===== src/rtl/fdt_programmable.sv =====
// Frame delay time generator for the ISO/IEC 14443-3 Type A PICC transmit path.
// Measures from the last rising edge of the synchronised PCD pause to the start
// of the PICC response: n_eff*128 + (84 | 20) - TIMING_ADJUST carrier ticks.
// n is selectable at runtime and clamped up to N_MIN. The block never runs
// freely: every trigger needs a preceding pause rising edge.
module fdt_programmable #(
  parameter int N_WIDTH       = 8,
  parameter int N_MIN         = 9,
  parameter int TIMING_ADJUST = 0
) (
  input  logic               clk,
  input  logic               rst_n,
  input  logic               en,
  input  logic               pause_n_synchronised,
  input  logic               last_rx_bit,
  input  logic [N_WIDTH-1:0] fdt_n,
  input  logic               cancel,
  output logic               trigger,
  output logic               elapsed,
  output logic               counting
);

  // The counter can hold the largest possible target, so it never wraps.
  // The target gets one spare bit so that target-1 never underflows.
  localparam int CNT_W = $clog2(((2 ** N_WIDTH) - 1) * 128 + 85);
  localparam int TGT_W = CNT_W + 1;
  localparam logic [N_WIDTH-1:0] N_MIN_V = N_WIDTH'(N_MIN);

  typedef enum logic [1:0] {
    ST_IDLE     = 2'd0,
    ST_COUNTING = 2'd1,
    ST_ELAPSED  = 2'd2
  } state_e;

  state_e             state_q, state_d;
  logic [CNT_W-1:0]   count_q, count_d;
  logic               pause_prev_q;
  logic               trigger_q, trigger_d;
  logic               elapsed_q, elapsed_d;
  logic               counting_q, counting_d;
  logic               rise_s;
  logic               match_s;
  logic [N_WIDTH-1:0] n_eff_s;
  logic [TGT_W-1:0]   target_s;

  // Pause rising edge, and a target that tracks late changes of last_rx_bit and fdt_n
  always_comb begin
    rise_s   = pause_n_synchronised & ~pause_prev_q;
    n_eff_s  = (fdt_n < N_MIN_V) ? N_MIN_V : fdt_n;
    target_s = TGT_W'(n_eff_s) * TGT_W'(128)
             + (last_rx_bit ? TGT_W'(84) : TGT_W'(20))
             - TGT_W'(TIMING_ADJUST);
    // Using >= rather than == lets a target that drops below the count fire once
    match_s  = ({1'b0, count_q} >= (target_s - TGT_W'(1)));
  end

  // Next-state and output decode; disable and cancel outrank a pause edge
  always_comb begin
    state_d   = state_q;
    count_d   = count_q;
    trigger_d = 1'b0;
    elapsed_d = elapsed_q;
    if (!en || cancel) begin
      state_d   = ST_IDLE;
      count_d   = '0;
      elapsed_d = 1'b0;
    end else begin
      case (state_q)
        ST_IDLE: begin
          count_d   = '0;
          elapsed_d = 1'b0;
          if (rise_s) begin
            state_d = ST_COUNTING;
          end else begin
            state_d = ST_IDLE;
          end
        end
        ST_COUNTING: begin
          if (rise_s) begin
            // A later pause in the same frame restarts the measurement
            count_d = '0;
          end else if (match_s) begin
            trigger_d = 1'b1;
            elapsed_d = 1'b1;
            count_d   = '0;
            state_d   = ST_ELAPSED;
          end else begin
            count_d = count_q + CNT_W'(1);
          end
        end
        ST_ELAPSED: begin
          count_d = '0;
          if (rise_s) begin
            state_d   = ST_COUNTING;
            elapsed_d = 1'b0;
          end else if (!pause_n_synchronised) begin
            state_d   = ST_IDLE;
            elapsed_d = 1'b0;
          end else begin
            state_d = ST_ELAPSED;
          end
        end
        default: begin
          state_d   = ST_IDLE;
          count_d   = '0;
          elapsed_d = 1'b0;
        end
      endcase
    end
    counting_d = (state_d == ST_COUNTING);
  end

  // State, counter, edge-detect history and registered outputs
  always_ff @(posedge clk) begin
    if (!rst_n) begin
      state_q      <= ST_IDLE;
      count_q      <= '0;
      // Starting high stops a pin that is already high from reading as a rise
      pause_prev_q <= 1'b1;
      trigger_q    <= 1'b0;
      elapsed_q    <= 1'b0;
      counting_q   <= 1'b0;
    end else begin
      state_q      <= state_d;
      count_q      <= count_d;
      pause_prev_q <= pause_n_synchronised;
      trigger_q    <= trigger_d;
      elapsed_q    <= elapsed_d;
      counting_q   <= counting_d;
    end
  end

  assign trigger  = trigger_q;
  assign elapsed  = elapsed_q;
  assign counting = counting_q;

endmodule


===== config.mk =====
export PLATFORM = sky130hd
export DESIGN_NAME = fdt_programmable
export DESIGN_NICKNAME = d
export VERILOG_FILES = /design/src/rtl/fdt_programmable.sv
export SDC_FILE = /design/constraint.sdc
export NUM_CORES = 1
export LEC_CHECK = 0
export CELL_PAD_IN_SITES_DETAIL_PLACEMENT = 0
export CELL_PAD_IN_SITES_GLOBAL_PLACEMENT = 2
export CORE_ASPECT_RATIO = 0.7
export CORE_MARGIN = 2
export CORE_UTILIZATION = 37
export CTS_CLUSTER_DIAMETER = 50
export DETAILED_ROUTE_END_ITERATION = 12
export DONT_BUFFER_PORTS = 1
export GPL_ROUTABILITY_DRIVEN = 0
export GPL_TIMING_DRIVEN = 0
export PLACE_DENSITY = 0.85
export SYNTH_ARGS = -nofsm -noshare
export SYNTH_HDL_FRONTEND = slang
export SYNTH_SLANG_ARGS = --single-unit

===== constraint.sdc =====
create_clock -name clk -period 2.7 [get_ports clk]
set_clock_uncertainty 0.2 [all_clocks]
set_input_delay 0.54 -clock clk [delete_from_list [all_inputs] [get_ports clk]]
set_output_delay 0.54 -clock clk [all_outputs]
set_load 0.05 [all_outputs]

==> summary.md, run 1 <==
| Metric | Value |
|---|---|
| Status | `finished clean` |
| Post-placement setup slack | `-0.261 ns` |
| Root buffer selected by CTS | `clkbuf_8` |
| Worst-case hold slack | `0.156 ns` |
| Cell area after synthesis | `1120 sq um` |
| Number of buffers added to fix hold violations after cts | `0` |
| Required arrival time at the worst endpoint | `2.63 ns` |
| Vertical die dimension | `50 um` |
| Number of post-CTS setup repair buffers | `0` |
| Endpoint type of the worst setup path | `register` |
| Min-Delay Startpoint | `rst_n` |
| Destination of the worst register-to-register timing path | `counting$_SDFF_PN0_` |
| Layout overhead on the synthesized area | `8.61%` |
| Half-perimeter wire length after detailed placement | `1.78 mm` |
| GRT Util Overall | `0.140` |
| Horizontal die dimension | `69.7 um` |
| Number of optimization iterations in the first detailed-route pass | `4` |
| Global route total overflow | `0` |
| Hold Crit Depth | `1` |
| Clock tree from TritonCTS | `done` |
| Max Slew Vio Count | `0` |
| Power per cell area | `440 nW/um^2` |
| Total power | `534 uW` |
| Final nets | `154` |
| Number of antenna violations at the first check in global routing | `0` |
| Synthesized flop and latch total | `21` |
| Global-route track usage on met3 | `0.0429` |
| Internal reg-to-reg setup slack | `0.48 ns` |
| Final ANT Viol Nets | `0` |
| Leading post-synthesis cells by instance count | `dfxtp_1, nor2_1, ha_1` |
| Data arrival time of the critical path | `2.49 ns` |
| Die Area | `3490 sq um` |
| Filler instances | `285` |
| Number of diodes | `0` |
| Series of cell instances along the critical path | `nor4_2, a21oi_1, ha_1, and4b_1, a221oi_2, or3_4, nand3_2, a221oi_1` |
| Seq/Total Area, Yosys | `0.376` |
| Kind of critical path | `input port to register` |
| Total area of multi-input combinational cells | `659 sq um` |
| Max-cap violations | `0` |
| Max Buffers Root-to-Sink | `2` |
| Number of global-route vias before repair | `roughly 800` |
| Worst Hold Endpoint | `pause_prev_q$_SDFF_PN1_` |
| Pleak | `~0.47 nW` |
| FFs w/ async S/R, synth | `0` |
| Count of different cell masters after synthesis | `30` |
| Met1 Resource Use GR | `0.196` |
| DRC violation count after routing | `0` |
| Core box area | `between 2000 and 3000 sq um` |
| Num rows | `16` |
| Synthesized area per cell | `8.95 sq um` |
| Sum of routed wire length over all layers | `2.29 mm` |
| Number of port buffers | `0` |
| Leading cell types by total area after synthesis | `dfxtp_1, ha_1, nor2_1` |
| Setup repair after global routing missed its margin | `false` |
| Achievable frequency | `391 MHz` |
| Most used routing layer in global routing | `met2` |
| Cell type contributing the most total cell area after synthesis | `dfxtp_1` |
| Setup violations, final | `0` |
| Effective utilization at floorplan | `0.393` |
| GR met2 Demand/Resource | `0.212` |
| Final Hold Vio Count | `0` |
| Vias per inst | `5.30` |
| Number of cell instances on the worst register-to-register path | `6` |
| I/O Pins | `17` |
| Transition time of the tightest slew-check pin | `0.510 ns` |
| Post-route clock period utilization | `0.947` |
| EDFF count, synth | `0` |
| Detailed Route Iter0 Violations | `36` |
| Depth of the CTS H-tree | `1` |
| Worst setup SP type | `input port` |
| Worst-path cell with the longest stage delay | `a221oi_1` |
| Worst slew slack as a fraction of its limit | `0.660` |
| Leading register cell type out of synthesis | `dfxtp_1` |
| Synth Net Count | `149` |
| Type of the most critical hold path | `input port to register` |
| Proportion of netlist area held by the largest area contributor | `0.376` |
| Total via count after detailed routing | `874` |
| Largest net degree at the start of global routing | `12` |
| Insertion delay to the later sink of the worst-skew pair | `0.26 ns` |
| Clock transition at path regs | `0.07 ns` |
| Clock period minus final worst setup slack | `roughly 2.6 ns` |
| Reg2Reg Launch Point | `count_q[0]$_SDFF_PP0_` |
| Routed wirelength normalized by instance count | `13.9 um` |
| Worst vdd rail ir drop | `roughly 0.00019 V` |
| Layout cells sized above 1 | `0.0930` |
| Slack of the critical path | `about 0.14 ns` |
| Flip-flop and latch area | `420 sq um` |
| Number of warnings reported in the yosys synthesis log | `0` |
| Instance count of the mapped netlist | `125` |
| Clock sink count | `21` |
| Highest fanout seen on the critical path | `3` |
| Number of buffers created by CTS | `3` |
| First-pass GRT wire length | `3.75 mm` |
| Slowest Stage Delay on Critical Path | `approximately 0.37 ns` |
placed cells by master, fill, tap and decap left out, drive strengths merged, types with 6 or more instances in the layout:
cell type and instances:
nand4 7, xor2 7, nor2 21, xnor2 6
ha 10, nand3 7, inv 9, dfxtp 21
registers in the layout (all words and copies together), names as in the netlist:
register,flops
count_q,15
pause_prev_q,1
elapsed,1
counting,1
trigger,1
state_q,2
cell type report:
type	count	share of cell area
Sequential cell	21	0.346
Tap cell	36	0.0371
Multi-Input combinational cell	94	0.543
Clock buffer	4	0.0371
Inverter	9	0.0278
Buffer	1	0.00927
per-layer routing:
| metal | wire length [um] | up-vias |
|---|---|---|
| li1 | - | 446 |
| met3 | 84 | 2 |
| met5 | 0 | - |
| met1 | 1210 | 405 |
| met4 | 19 | 0 |
| met2 | 984 | 21 |
how the worst max path moves through the flow:
stage,from,end,slack [ns],cells after the start
after floorplan,fdt_n[7],count_q[10]$_SDFF_PP0_,0.24,9
after global placement,fdt_n[7],counting$_SDFF_PN0_,-0.18,8
after detailed placement,fdt_n[7],counting$_SDFF_PN0_,-0.26,8
after CTS,fdt_n[7],counting$_SDFF_PN0_,0.001,8
after global routing,fdt_n[7],counting$_SDFF_PN0_,0.03,8
final,fdt_n[7],counting$_SDFF_PN0_,0.14,8
critical path, delay by kind of cell:
family                     cells  cell delay [ns]
adders and majority gates      1             0.32
and+or+nand+nor                4             0.82
AOI/OAI and AO/OA              3             0.79
logic make-up after synthesis:
kind of cell | after synthesis | share of synthesized area
simple gates | 53 | 0.256
flops | 21 | 0.376
compound gates | 18 | 0.114
xor+xnor | 13 | 0.102
buf+inv | 10 | 0.0403
fa+ha+maj | 10 | 0.112
what timing repair did:
item | CTS | global route
resized for setup | 0 | 1
endpoints found under the setup margin | 0 | 8
hold endpoints to repair | 0 | 0
report_power, final:
group	internal (mW)	switching, mW
combinational	0.00784	0.0105
clock	0.105	0.0988
sequential	0.311	0.00125
total	0.423	0.111
metrics by stage:
step | cell area (sq um) | setup TNS [ns] | cells | utilization
floorplan | 1120 | 0 | 125 | -
global placement | 1160 | -1.39 | 161 | 0.409
detailed placement | 1160 | -2.11 | 161 | 0.409
CTS | 1210 | 0 | 165 | 0.425
global route | 1210 | 0 | 165 | 0.427
finish | 1210 | 0 | 165 | 0.427
No activity file was read; power rests on OpenSTA's default activity.
==> run 2, diff against run 1 <==
Settings changed: REMOVE_ABC_BUFFERS set to 1.
==> summary.md, run 2 (synthesized netlist as in run 1, its figures left out) <==
| Metric | Value |
|---|---|
| Total via count after detailed routing | `843 (-3.5%)` |
| Max Buffers Root-to-Sink | `2 (unchanged)` |
| Hold Crit Depth | `1 (unchanged)` |
| Max-cap violations | `0 (unchanged)` |
| I/O Pins | `17 (unchanged)` |
| Kind of cell with the highest combined delay on the critical path | `simple AND/OR/NAND/NOR gates` |
| Buffers & Inverters on Critical Path | `0 (unchanged)` |
| GRT Util Overall | `0.136 (-0.00392)` |
| Clock sink count | `21 (unchanged)` |
| Slowest Stage Delay on Critical Path | `0.39 ns (+0.02 ns)` |
| Data arrival time of the critical path | `2.45 ns (-0.04 ns)` |
| Post-route clock period utilization | `0.908 (-0.0386)` |
| Utilization after layout | `0.421 (-0.00616)` |
| Min-Delay Startpoint | `rst_n` |
| Most frequent cells in the layout | `nor2_1, dfxtp_1, ha_1` |
| Reg2Reg Launch Point | `count_q[0]$_SDFF_PP0_` |
| Number of buffers created by CTS | `3 (unchanged)` |
| Number of buffers added to fix hold violations after cts | `0 (unchanged)` |
| Worst Hold Endpoint | `pause_prev_q$_SDFF_PN1_` |
| Number of diodes | `0 (unchanged)` |
| Type of the most critical hold path | `input port to register` |
| Status | `finished clean` |
| Layout cells sized above 1 | `0.0781 (-0.0149)` |
| Horizontal die dimension | `69.7 um (unchanged)` |
| Worst vdd rail ir drop | `0.000316 V (+67%)` |
| Number of antenna violations at the first check in global routing | `0 (unchanged)` |
| Final ANT Viol Nets | `0 (unchanged)` |
| Worst setup SP type | `input port` |
| Insertion delay to the later sink of the worst-skew pair | `0.26 ns (about the same)` |
| Met1 Resource Use GR | `0.207 (+0.0112)` |
| Largest net degree at the start of global routing | `16 (+4)` |
| Number of post-CTS setup repair buffers | `0 (unchanged)` |
| Max Slew Vio Count | `0 (unchanged)` |
| Filler instances | `299 (+4.9%)` |
| Global-route track usage on met3 | `0.0429 (unchanged)` |
| Worst-path cell with the longest stage delay | `nor4_1` |
| Most flops, register | `count_q` |
| Sum of routed wire length over all layers | `2.09 mm (-9.1%)` |
| Required arrival time at the worst endpoint | `2.70 ns (+0.07 ns)` |
| Number of port buffers | `0 (unchanged)` |
| Routed wirelength normalized by instance count | `12.7 um (-8.5%)` |
| Number of flip-flops in the largest register | `15 (unchanged)` |
| Endpoint type of the worst setup path | `register` |
| GR met2 Demand/Resource | `0.178 (-0.0337)` |
| Vertical die dimension | `50 um (unchanged)` |
| Vias per inst | `5.14 (-3.0%)` |
| Series of cell instances along the critical path | `nor4_1, a21oi_1, ha_1, and4b_1, a221oi_2, or3_4, a21oi_1, o21bai_1` |
| Global route total overflow | `0 (unchanged)` |
| Cell repeated most along the worst path | `a21oi_1` |
| Num rows | `16 (unchanged)` |
| Post-route cell area | `1200 sq um (-1.4%)` |
| Number of instances resized during post-cts repair | `0 (unchanged)` |
| Internal reg-to-reg setup slack | `0.61 ns (+0.13 ns)` |
| Core box area | `2840 sq um (unchanged)` |
| First-pass GRT wire length | `3.67 mm (-2.0%)` |
| Final nets | `153 (-0.65%)` |
| Number of global-route vias before repair | `783 (-4.4%)` |
| Destination of the worst register-to-register timing path | `counting$_SDFF_PN0_` |
| Most used routing layer in global routing | `met1` |
| Instance area after placement | `1150 sq um (-0.97%)` |
| Setup violations, final | `0 (unchanged)` |
| Worst slew slack as a fraction of its limit | `0.664 (+0.00417)` |
| Clock period minus final worst setup slack | `2.45 ns (-0.104 ns)` |
| Final Hold Vio Count | `0 (unchanged)` |
| Layout overhead on the synthesized area | `7.05%` |
| Achievable frequency | `408 MHz (+4.3%)` |
| Biggest regs | `count_q: 15 flops, state_q: 2 flops` |
| Setup repair after global routing missed its margin | `false` |
| Transition time of the tightest slew-check pin | `0.504 ns (-0.00625 ns)` |
| Highest fanout seen on the critical path | `3 (unchanged)` |
| DRC violation count after routing | `0 (unchanged)` |
| Kind of critical path | `input port to register` |
| Clock tree from TritonCTS | `done` |
| Half-perimeter wire length after detailed placement | `1.67 mm (-6.3%)` |
| Pleak | `0.467 nW (-1.4%)` |
| Root buffer selected by CTS | `clkbuf_8` |
| Number of cell instances on the worst register-to-register path | `6 (unchanged)` |
| Depth of the CTS H-tree | `1 (unchanged)` |
| Detailed Route Iter0 Violations | `26 (-28%)` |
| Effective utilization at floorplan | `0.393 (unchanged)` |
| Die Area | `3490 sq um (unchanged)` |
| Number of optimization iterations in the first detailed-route pass | `4 (unchanged)` |
| Power per cell area | `444 nW/um^2 (+1.0%)` |
| Clock transition at path regs | `0.07 ns (about the same)` |
[run 2: final cells by class]
type / count / area [sq um] / share of cell area
clock buffer: 4 / 45.0 / 0.0376
inverter: 9 / 33.8 / 0.0282
multi-input combinational: 94 / 653 / 0.545
sequential: 21 / 420 / 0.351
tap: 36 / 45.0 / 0.0376
[run 2: where the power goes]
| part | internal [mW] | leakage, nW | switching [mW] |
|---|---|---|---|
| sequential | 0.311 | 0.169 | 0.00131 |
| combinational | 0.00758 | 0.275 | 0.0105 |
| clock | 0.105 | 0.0228 | 0.0967 |
| total | 0.423 | 0.467 | 0.108 |
[run 2: worst max path at each step]
stage / slack [ns] / cells after the start / from / to
final: 0.25 / 8 / fdt_n[7] / state_q[1]$_SDFF_PN0_
after detailed placement: -0.05 / 8 / fdt_n[7] / state_q[1]$_SDFF_PN0_
after global placement: -0.02 / 8 / fdt_n[7] / state_q[1]$_SDFF_PN0_
after floorplan: 0.26 / 8 / fdt_n[7] / counting$_SDFF_PN0_
after CTS: 0.21 / 8 / fdt_n[7] / state_q[1]$_SDFF_PN0_
after global routing: 0.04 / 8 / fdt_n[7] / counting$_SDFF_PN0_
[run 2: per-layer routing]
layer / routed length (um) / share of wire
met1: 1130 / 0.54
met3: 103 / 0.049
met2: 845 / 0.41
met4: 11 / 0.0053
met5: 0 / 0
[run 2: worst register-to-register path, delay by kind of cell, from the launching register on]
| kind | cells | cell delay, ns |
|---|---|---|
| adders and majority gates | 1 | 0.27 |
| DFF | 1 | 0.32 |
| AOI/OAI and AO/OA | 2 | 0.57 |
| and+or+nand+nor | 3 | 0.63 |
[run 2: through the flow]
step	total power, mW	instances	hold slack, ns	TNS, ns	setup slack, ns
6_report	0.532	164	0.152	0	0.249
5_1_grt	0.562	164	0.148	0	0.0431
4_1_cts	0.542	164	0.143	0	0.214
3_5_place_dp	0.337	160	0.240	-0.177	-0.0527
3_3_place_gp	0.336	160	0.228	-0.0626	-0.0246
2_1_floorplan	0.333	124	0.218	0	0.259
==> run 3, diff against run 2 <==
--- a/constraint.sdc
+++ b/constraint.sdc
@@ -4,2 +4,2 @@
 set_output_delay 0.54 -clock clk [all_outputs]
-set_load 0.05 [all_outputs]
+set_load 0.1 [all_outputs]
==> results of run 3 <==
Same layout as run 2 (identical final DEF). Status: finished clean.
